$ cat src/rtl/route_split_ctrl.sv
// ============================================================================
// Module   : route_split_ctrl
// Brief    : XY route decode and valid/ready sequencing for the 1-to-5 split
//            stage. Optional per-output counters under ROUTE_SPLIT_STATS_EN.
// Revision : 1.0 - initial release
// ============================================================================
`default_nettype none

module route_split_ctrl #(
    parameter int WIDTH  = 11,
    parameter int MESH_X = 4,
    parameter int MESH_Y = 4
) (
    input  logic             clk_i,
    input  logic             reset_i,
    input  logic [1:0]       local_x_i,
    input  logic [1:0]       local_y_i,
    input  logic             in_valid_i,
    output logic             in_ready_o,
    input  logic [WIDTH-1:0] in_data_i,
    output logic [WIDTH-1:0] out_data_o,
    output logic [1:0]       out_sel_o,
    output logic             out_core_o,
    output logic [4:0]       out_valid_o,
    input  logic [4:0]       out_ready_i,
    output logic             route_err_o
`ifdef ROUTE_SPLIT_STATS_EN
    ,
    output logic [79:0]      stat_cnt_o
`endif
);

    localparam logic [0:0]  c_IDLE   = 1'b0;
    localparam logic [0:0]  c_SEND   = 1'b1;
    localparam logic [31:0] c_MESH_X = MESH_X;
    localparam logic [31:0] c_MESH_Y = MESH_Y;

    logic [0:0]       r_state_q, r_state_d;
    logic             r_rdy_q, r_rdy_d;
    logic [WIDTH-1:0] r_data_q, r_data_d;
    logic [1:0]       r_sel_q, r_sel_d;
    logic             r_core_q, r_core_d;
    logic [4:0]       r_valid_q, r_valid_d;
    logic             r_err_q, r_err_d;

    logic [1:0]       w_dx, w_dy;
    logic             w_oor;
    logic [1:0]       w_sel_dec;
    logic             w_core_dec;
    logic [4:0]       w_vld_dec;
    logic             w_capture;
    logic             w_done;

    assign w_dx  = in_data_i[WIDTH-1 -: 2];
    assign w_dy  = in_data_i[WIDTH-3 -: 2];
    assign w_oor = ({30'd0, w_dx} >= c_MESH_X) || ({30'd0, w_dy} >= c_MESH_Y);

    // Out-of-range destinations are parked on the core port rather than dropped.
    always_comb begin
        w_sel_dec  = 2'b00;
        w_core_dec = 1'b0;
        if (w_oor)                  w_core_dec = 1'b1;
        else if (w_dx > local_x_i)  w_sel_dec  = 2'b00;
        else if (w_dx < local_x_i)  w_sel_dec  = 2'b01;
        else if (w_dy > local_y_i)  w_sel_dec  = 2'b10;
        else if (w_dy < local_y_i)  w_sel_dec  = 2'b11;
        else                        w_core_dec = 1'b1;
    end

    assign w_vld_dec = w_core_dec ? 5'b10000 : {1'b0, 4'b0001 << w_sel_dec};
    assign w_capture = (r_state_q == c_IDLE) && r_rdy_q && in_valid_i;
    assign w_done    = (r_state_q == c_SEND) && (|(r_valid_q & out_ready_i));

    always_comb begin
        r_state_d = r_state_q;
        r_data_d  = r_data_q;
        r_sel_d   = r_sel_q;
        r_core_d  = r_core_q;
        r_valid_d = r_valid_q;
        r_err_d   = r_err_q;
        if (w_capture) begin
            r_state_d = c_SEND;
            r_data_d  = in_data_i;
            r_sel_d   = w_sel_dec;
            r_core_d  = w_core_dec;
            r_valid_d = w_vld_dec;
            r_err_d   = r_err_q | w_oor;
        end else if (w_done) begin
            r_state_d = c_IDLE;
            r_valid_d = 5'b00000;
        end
        // Registered ready keeps in_ready low through reset and off the in_* path.
        r_rdy_d = (r_state_d == c_IDLE);
    end

    always_ff @(posedge clk_i) begin
        if (reset_i) begin
            r_state_q <= c_IDLE;
            r_rdy_q   <= 1'b0;
            r_data_q  <= '0;
            r_sel_q   <= 2'b00;
            r_core_q  <= 1'b0;
            r_valid_q <= 5'b00000;
            r_err_q   <= 1'b0;
        end else begin
            r_state_q <= r_state_d;
            r_rdy_q   <= r_rdy_d;
            r_data_q  <= r_data_d;
            r_sel_q   <= r_sel_d;
            r_core_q  <= r_core_d;
            r_valid_q <= r_valid_d;
            r_err_q   <= r_err_d;
        end
    end

    assign in_ready_o  = r_rdy_q;
    assign out_data_o  = r_data_q;
    assign out_sel_o   = r_sel_q;
    assign out_core_o  = r_core_q;
    assign out_valid_o = r_valid_q;
    assign route_err_o = r_err_q;

`ifdef ROUTE_SPLIT_STATS_EN
    logic [4:0][15:0] r_stat_q;

    for (genvar gi = 0; gi < 5; gi++) begin : g_stat
        always_ff @(posedge clk_i) begin
            if (reset_i) begin
                r_stat_q[gi] <= 16'd0;
            end else if (w_done && r_valid_q[gi]) begin
                r_stat_q[gi] <= r_stat_q[gi] + 16'd1;
            end
        end
    end

    assign stat_cnt_o = r_stat_q;
`endif

endmodule

`default_nettype wire

$ cat config.mk
export PLATFORM = sky130hd
export DESIGN_NAME = route_split_ctrl
export DESIGN_NICKNAME = d
export VERILOG_FILES = /design/src/rtl/route_split_ctrl.sv
export SDC_FILE = /design/constraint.sdc
export NUM_CORES = 1
export LEC_CHECK = 0
export ABC_AREA = 0
export BUFFER_PORTS_ARGS = -buffer_cell sky130_fd_sc_hd__buf_2
export CAP_MARGIN = 20
export CORE_UTILIZATION = 50
export CTS_BUF_LIST = sky130_fd_sc_hd__clkbuf_4
export DETAILED_ROUTE_END_ITERATION = 10
export GPL_ROUTABILITY_DRIVEN = 0
export GPL_TIMING_DRIVEN = 0
export HOLD_SLACK_MARGIN = 0.12
export PLACE_DENSITY = 0.86
export SLEW_MARGIN = 20
export SYNTH_ARGS = -nofsm -noshare
export SYNTH_HDL_FRONTEND = slang
export SYNTH_SLANG_ARGS = --single-unit
$ cat constraint.sdc
create_clock -name clk_i -period 2.2 [get_ports clk_i]
set_input_delay 0.44 -clock clk_i [delete_from_list [all_inputs] [get_ports clk_i]]
set_output_delay 0.44 -clock clk_i [all_outputs]
set_load 0.01 [all_outputs]
==> reports/metrics.yaml, run 1 <==
floorplan:
  dieHeight_microns: 44.74
  row_count: 15
  fp.coreArea_sq_mm: 0.001727
  die_x_microns: 44.74
  start_util: 0.5290
  ioPinCount: 44
  fp.dieArea_sq_mm: 0.002002
timing:
  fmax_ghz: 0.7210
  fin_skew_ns: 0.006012
  holdWs_ns: 0.3069
  setup_viol: 0
  finalSetupTns_ns: 0
  timing.final.crit_share: 0.6304
  hold_viol: 0
  min_period_ns: 1.387
  slew_violations: 0
  rsz0062_at_grt: "no"
setup_path:
  path_depth: 4
  max_stage_delay_ns: 0.44
  critical-path-top-delay-family: "compound AO/OA/AOI/OAI gates"
  slowest_stage: "a222oi_1"
  regToRegEndpoint: "out_valid_o[3]$_SDFFE_PP0P_"
  worstRegToRegCells: 4
  arrival_ns: 1.63
  worstSetupPathType: "flop to flop"
  crit_fanout: 4
  path_cells: "a222oi_1, and3_1, o21ai_1, a21oi_2"
  path_buf_inv: 0
  worst_setup_path_start_kind: "flop"
  regToRegSetupSlack_ns: 0.81
  rr_startpoint: "out_valid_o[2]$_SDFFE_PP0P_"
  cp.required_ns: 2.44
  end_kind: "flop"
worst_hold_path:
  whs_path_depth: 2
  holdPathEnd: "out_valid_o[0]$_SDFFE_PP0P_"
  hp-start: "reset_i"
  hold_class: "primary input to flop"
placement:
  io_buffers: 42
  dp_hpwl_mm: 1.581
  dpl_cell_area_sq_mm: 0.001155
drt:
  via_per_inst: 5.005
  wl_per_cell_microns: 11.18
  wl_mm: 2.079
  vias: 931
  dr.first_iter.drc_count: 25
  first_pass_iters: 4
  ant_nets: 0
  drcViolationCount: 0
cts:
  clkTransAtPathRegs_ns: 0.12
  clk_latency_ns: 0.31
  cts_resized: 0
  hold_buffers: 0
  tritoncts: "built"
  cts_made_buffers: 3
  clock_sinks: 21
  cts-root-buf: "clkbuf_4"
  cts_setup_buffers: 0
  h-tree-depth: 1
  clock_path_buffers: 2
finish:
  drive_above_1_share: 0.3168
  area_delta_synth_final_pct: 29.45
  diodes: 0
  stdcell_area_sq_mm: 0.001182
  mostFrequentLayoutCells: "buf_2 (44), nand2_1 (28), dfxtp_1 (21)"
  nets: 189
  layout_commonest_cell: "buf_2"
  post-route-util: 0.6848
yosys:
  yosysSeqAreaShare: 0.4603
  ys_ff_latch: 21
  syn_inst: 115
  yosysWarnings: 0
  syn_nets: 142
  netlist_area_sq_um: 913.4
  synth_cell_types: 24
  synth.avg_cell_area_sq_um: 7.942
power_and_ir_drop:
  ir_worst_vdd_mv: 0.4862
  leakagePower_nw: 0.5775
  power_density_mw_per_mm2: 621.7
run_status:
  status: "finished, final reports clean"
grt:
  grt_pass1_wl_mm: 3.146
  gr-total-overflow: 0
  antenna_found_initial: 0
  grt_util_all_layers: 0.2195
  grt_pass1_vias: 794
  grt_max_degree: 13
job:
  drv_cap: 0
## layer usage
layer | vias up | global-route usage | wire length, microns
li1 | 476 | - | -
met1 | 407 | 0.2531 | 880
met2 | 41 | 0.3824 | 1014
met3 | 7 | 0.02800 | 123
met4 | 0 | 0.1394 | 61
met5 | - | 0 | 0
## registers in the layout, indices dropped and copies added, names as in the netlist
signal / count
in_ready_o: 1
out_core_o: 1
out_data_o: 11
out_sel_o: 2
out_valid_o: 5
r_state_q: 1
## layout make-up
class	count	area (sq um)
Buffer	6	28.78
Clock buffer	3	22.52
Clock inverter	1	5.005
Fill cell	153	544.3
Inverter	6	22.52
Multi-Input combinational cell	82	441.7
Sequential cell	21	420.4
Tap cell	25	31.28
Timing Repair Buffer	42	210.2
## Yosys cell counts
cell type / n / area (sq um)
nand2_1: 28 / 105.1
dfxtp_1: 21 / 420.4
a21oi_1: 19 / 95.09
inv_1: 6 / 22.52
nor3_1: 6 / 30.03
ha_1: 4 / 50.05
nor2_1: 4 / 15.01
clkbuf_1: 3 / 11.26
nand3_1: 3 / 15.01
nor2b_1: 3 / 18.77
a21o_1: 2 / 15.01
and3_1: 2 / 12.51
buf_2: 2 / 10.01
o21ai_1: 2 / 10.01
a21oi_2: 1 / 8.760
a222oi_1: 1 / 10.01
a22oi_1: 1 / 7.510
a31oi_1: 1 / 6.260
and2_1: 1 / 6.260
buf_4: 1 / 7.510
conb_1: 1 / 3.750
nand3b_4: 1 / 20.02
o211ai_1: 1 / 7.510
o21ai_0: 1 / 5.000
## kinds of logic (layout without fill, tap and decap cells)
kind of cell | Yosys count | after routing | share of synthesized area
AND/OR/NAND/NOR | 48 | 48 | 0.2438
AO/OA/AOI/OAI | 29 | 29 | 0.1808
flip-flops | 21 | 21 | 0.4603
buffers and inverters | 12 | 58 | 0.05617
adder cells (fa/ha/maj) | 4 | 4 | 0.05480
other | 1 | 1 | 0.004106
## worst max-delay path by stage
stage | from | end | slack (ns)
floorplan | local_x_i[1] | out_valid_o[2]$_SDFFE_PP0P_ | 0.82
global placement | local_x_i[1] | out_sel_o[1]$_SDFFE_PP0P_ | 0.62
detailed placement | local_x_i[1] | out_sel_o[1]$_SDFFE_PP0P_ | 0.61
CTS | out_valid_o[1]$_SDFFE_PP0P_ | out_valid_o[3]$_SDFFE_PP0P_ | 0.82
global route | out_valid_o[1]$_SDFFE_PP0P_ | out_valid_o[3]$_SDFFE_PP0P_ | 0.69
finish | out_valid_o[2]$_SDFFE_PP0P_ | out_valid_o[3]$_SDFFE_PP0P_ | 0.81
## per-stage QoR
stage                     instances  power (mW)  setup slack [ns]
after floorplan                 115      0.5020            0.8200
after global placement          182      0.5523            0.6159
after detailed placement        182      0.5587            0.6056
after CTS                       186      0.7357            0.8226
after global routing            186      0.7746            0.6915
final                           186      0.7351            0.8130
## power breakdown
group	internal (mW)	leakage, nW	switching, mW
clock network	0.0680	0.0177	0.116
logic	0.0599	0.389	0.0789
registers	0.400	0.171	0.0123
(Power assumes the default switching activity.)
==> inputs of run 2 (changes only) <==
--- a/config.mk
+++ b/config.mk
@@ -5,16 +5,16 @@
 export SDC_FILE = /design/constraint.sdc
 export NUM_CORES = 1
 export LEC_CHECK = 0
-export ABC_AREA = 0
+export ABC_AREA = 1
 export BUFFER_PORTS_ARGS = -buffer_cell sky130_fd_sc_hd__buf_2
 export CAP_MARGIN = 20
-export CORE_UTILIZATION = 50
+export CORE_UTILIZATION = 47
 export CTS_BUF_LIST = sky130_fd_sc_hd__clkbuf_4
 export DETAILED_ROUTE_END_ITERATION = 10
 export GPL_ROUTABILITY_DRIVEN = 0
 export GPL_TIMING_DRIVEN = 0
 export HOLD_SLACK_MARGIN = 0.12
-export PLACE_DENSITY = 0.86
+export PLACE_DENSITY = 0.8
 export SLEW_MARGIN = 20
 export SYNTH_ARGS = -nofsm -noshare
 export SYNTH_HDL_FRONTEND = slang
==> constraint.sdc (replaced) <==
create_clock -name clk_i -period 1.35 [get_ports clk_i]
set_input_delay 0.27 -clock clk_i [delete_from_list [all_inputs] [get_ports clk_i]]
set_output_delay 0.27 -clock clk_i [all_outputs]
set_load 0.01 [all_outputs]
==> reports/metrics.yaml, run 2 <==
setup_path:
  critical-path-top-delay-family: "simple AND/OR/NAND/NOR gates"
  worst_setup_path_start_kind: "flop"
  arrival_ns: 1.36
  slowest_stage: "dfxtp_1"
  regToRegEndpoint: "out_valid_o[4]$_SDFFE_PP0P_"
  end_kind: "flop"
  cp.required_ns: 1.59
  cp_common_cell: "nor2_8"
  crit_fanout: 9
  rr_startpoint: "in_ready_o$_SDFF_PP0_"
  path_cells: "nand2_2, nor2_8, inv_6, nor2_8, nand3_2, a21oi_2"
  regToRegSetupSlack_ns: 0.22
  max_stage_delay_ns: 0.36
  path_buf_inv: 1
  worstRegToRegCells: 6
  worstSetupPathType: "flop to flop"
floorplan:
  fp.dieArea_sq_mm: 0.002232
  die_x_microns: 47.25
  start_util: 0.4955
  row_count: 16
  dieHeight_microns: 47.25
  ioPinCount: 44
  fp.coreArea_sq_mm: 0.001942
worst_hold_path:
  hp-start: "in_data_i[5]"
  whs_path_depth: 3
  hold_class: "primary input to flop"
  holdPathEnd: "out_data_o[5]$_SDFFE_PP0P_"
drt:
  wl_mm: 1.827
  first_pass_iters: 4
  dr.first_iter.drc_count: 6
  wl_per_cell_microns: 9.418
  ant_nets: 0
  via_per_inst: 4.680
  vias: 908
  drcViolationCount: 0
power_and_ir_drop:
  leakagePower_nw: 0.6705
  clockPowerShare: 0.256
  ir_worst_vdd_mv: 0.7726
  p_int_mw: 0.8911
  netSwitchingFraction: 0.2738
  power_frac_comb: 0.194
  seq_power_share: 0.551
  power_density_mw_per_mm2: 992.6
  total_power_mw: 1.227
  power.switching_mw: 0.3360
timing:
  rsz0062_at_grt: "no"
  setup_viol: 0
  fmax_ghz: 0.8853
  fin_skew_ns: 0.006292
  hold_viol: 0
  setup_slack_ns: 0.2205
  slew_violations: 0
  min_period_ns: 1.130
  timing.final.crit_share: 0.8367
  finalSetupTns_ns: 0
yosys:
  netlist_area_sq_um: 962.2
  yosysWarnings: 0
  yosysSeqAreaShare: 0.4369
  asyncSetResetFlopFracSynth: 0
  synth_area_leaders: "dfxtp_1 (44%), nor2_1 (7.8%), nand2_1 (6.6%)"
  ys_ff_latch: 21
  syn_nets: 148
  synth_top_area_share: 0.4369
  synth.avg_cell_area_sq_um: 7.952
  post-synth-top-count-cell: "dfxtp_1"
  synth-edff-count: 0
  ys_top_cells_by_count: "dfxtp_1 (21), nor2_1 (20), nand2_1 (17), inv_1 (12), o21ai_0 (11)"
  syn_inst: 121
  ys.flop_type: "dfxtp_1"
  yosysTopAreaCell: "dfxtp_1"
  synth_cell_types: 22
job:
  drv_cap: 0
cts:
  h-tree-depth: 1
  clk_latency_ns: 0.30
  cts_setup_buffers: 0
  tritoncts: "built"
  clkTransAtPathRegs_ns: 0.11
  cts-root-buf: "clkbuf_4"
  clock_sinks: 21
  cts_made_buffers: 3
  hold_buffers: 0
  clock_path_buffers: 2
  cts_resized: 0
finish:
  nets: 195
  nFillCells: 198
  largest_reg_flops: 11
  multi_input_area_sq_um: 456.7
  diodes: 0
  post-route-util: 0.6366
  regArea_sq_um: 420.4
  drive_above_1_share: 0.3533
  mostFrequentLayoutCells: "buf_2 (43), dfxtp_1 (21), nor2_1 (20)"
  area_delta_synth_final_pct: 28.48
  layout_commonest_cell: "buf_2"
placement:
  post-place-ws_ns: -0.05503
  io_buffers: 42
  dp_hpwl_mm: 1.471
grt:
  antenna_found_initial: 0
  grt_util_all_layers: 0.1840
  grt_pass1_vias: 784
  gr-total-overflow: 0
  grt_max_degree: 12
  grt_pass1_wl_mm: 2.946
run_status:
  status: "finished, final reports clean"
run 2: worst max-delay path by stage:
stage                     depth (start not counted)  slack (ns)             startpoint                          end
after CTS                                         6        0.20  in_ready_o$_SDFF_PP0_  out_valid_o[4]$_SDFFE_PP0P_
after global routing                              5        0.11  in_ready_o$_SDFF_PP0_   out_data_o[8]$_SDFFE_PP0P_
after floorplan                                   8        0.12           local_x_i[1]    out_sel_o[1]$_SDFFE_PP0P_
final                                             6        0.22  in_ready_o$_SDFF_PP0_  out_valid_o[4]$_SDFFE_PP0P_
after global placement                            8       -0.02          in_data_i[10]  out_valid_o[4]$_SDFFE_PP0P_
after detailed placement                          8       -0.06          in_data_i[10]  out_valid_o[4]$_SDFFE_PP0P_
run 2: cells by family (layout without fill, tap and decap cells):
logic type               count (synthesis)  after routing  share of synthesized area
other                                    1              1                   0.003897
flip-flops                              21             21                     0.4369
buffers and inverters                   18             64                    0.08842
AO/OA/AOI/OAI                           24             24                     0.1482
adder cells (fa/ha/maj)                  4              4                    0.05202
AND/OR/NAND/NOR                         53             53                     0.2705
run 2: layout make-up:
type / instances / area share
Inverter: 13 / 0.04352
Tap cell: 27 / 0.02733
Buffer: 5 / 0.02530
Timing Repair Buffer: 42 / 0.1700
Clock buffer: 4 / 0.02429
Multi-Input combinational cell: 82 / 0.3694
Sequential cell: 21 / 0.3401
run 2: metrics by stage:
step / std cells / cell area (sq um) / hold WS (ns)
after floorplan: 121 / 962.2 / 0.4049
after global placement: 190 / 1206 / 0.4613
after CTS: 194 / 1236 / 0.1751
after detailed placement: 190 / 1206 / 0.4693
final: 194 / 1236 / 0.1817
after global routing: 194 / 1236 / 0.1832
run 2: per-layer routing:
layer  up-vias  global-route usage  share of wire
li1        479                   -              -
met2        32              0.3315           0.50
met1       393              0.2136           0.43
met4         0             0.08000          0.011
met5         -                   0              0
met3         4             0.02692          0.057
run 2: power by group through the flow:
stage          logic, mW  registers (mW)  clock network (mW)
6_report           0.237           0.676               0.314
5_1_grt            0.272           0.681               0.347
4_1_cts            0.241           0.677               0.327
3_5_place_dp       0.240           0.690                   0
3_3_place_gp       0.232           0.689                   0
2_1_floorplan      0.132           0.707                   0
run 2: worst min-delay path, stage by stage:
cell	delay (ns)
buf_2	0.07
nor2_1	0.03
nor2_1	0.08
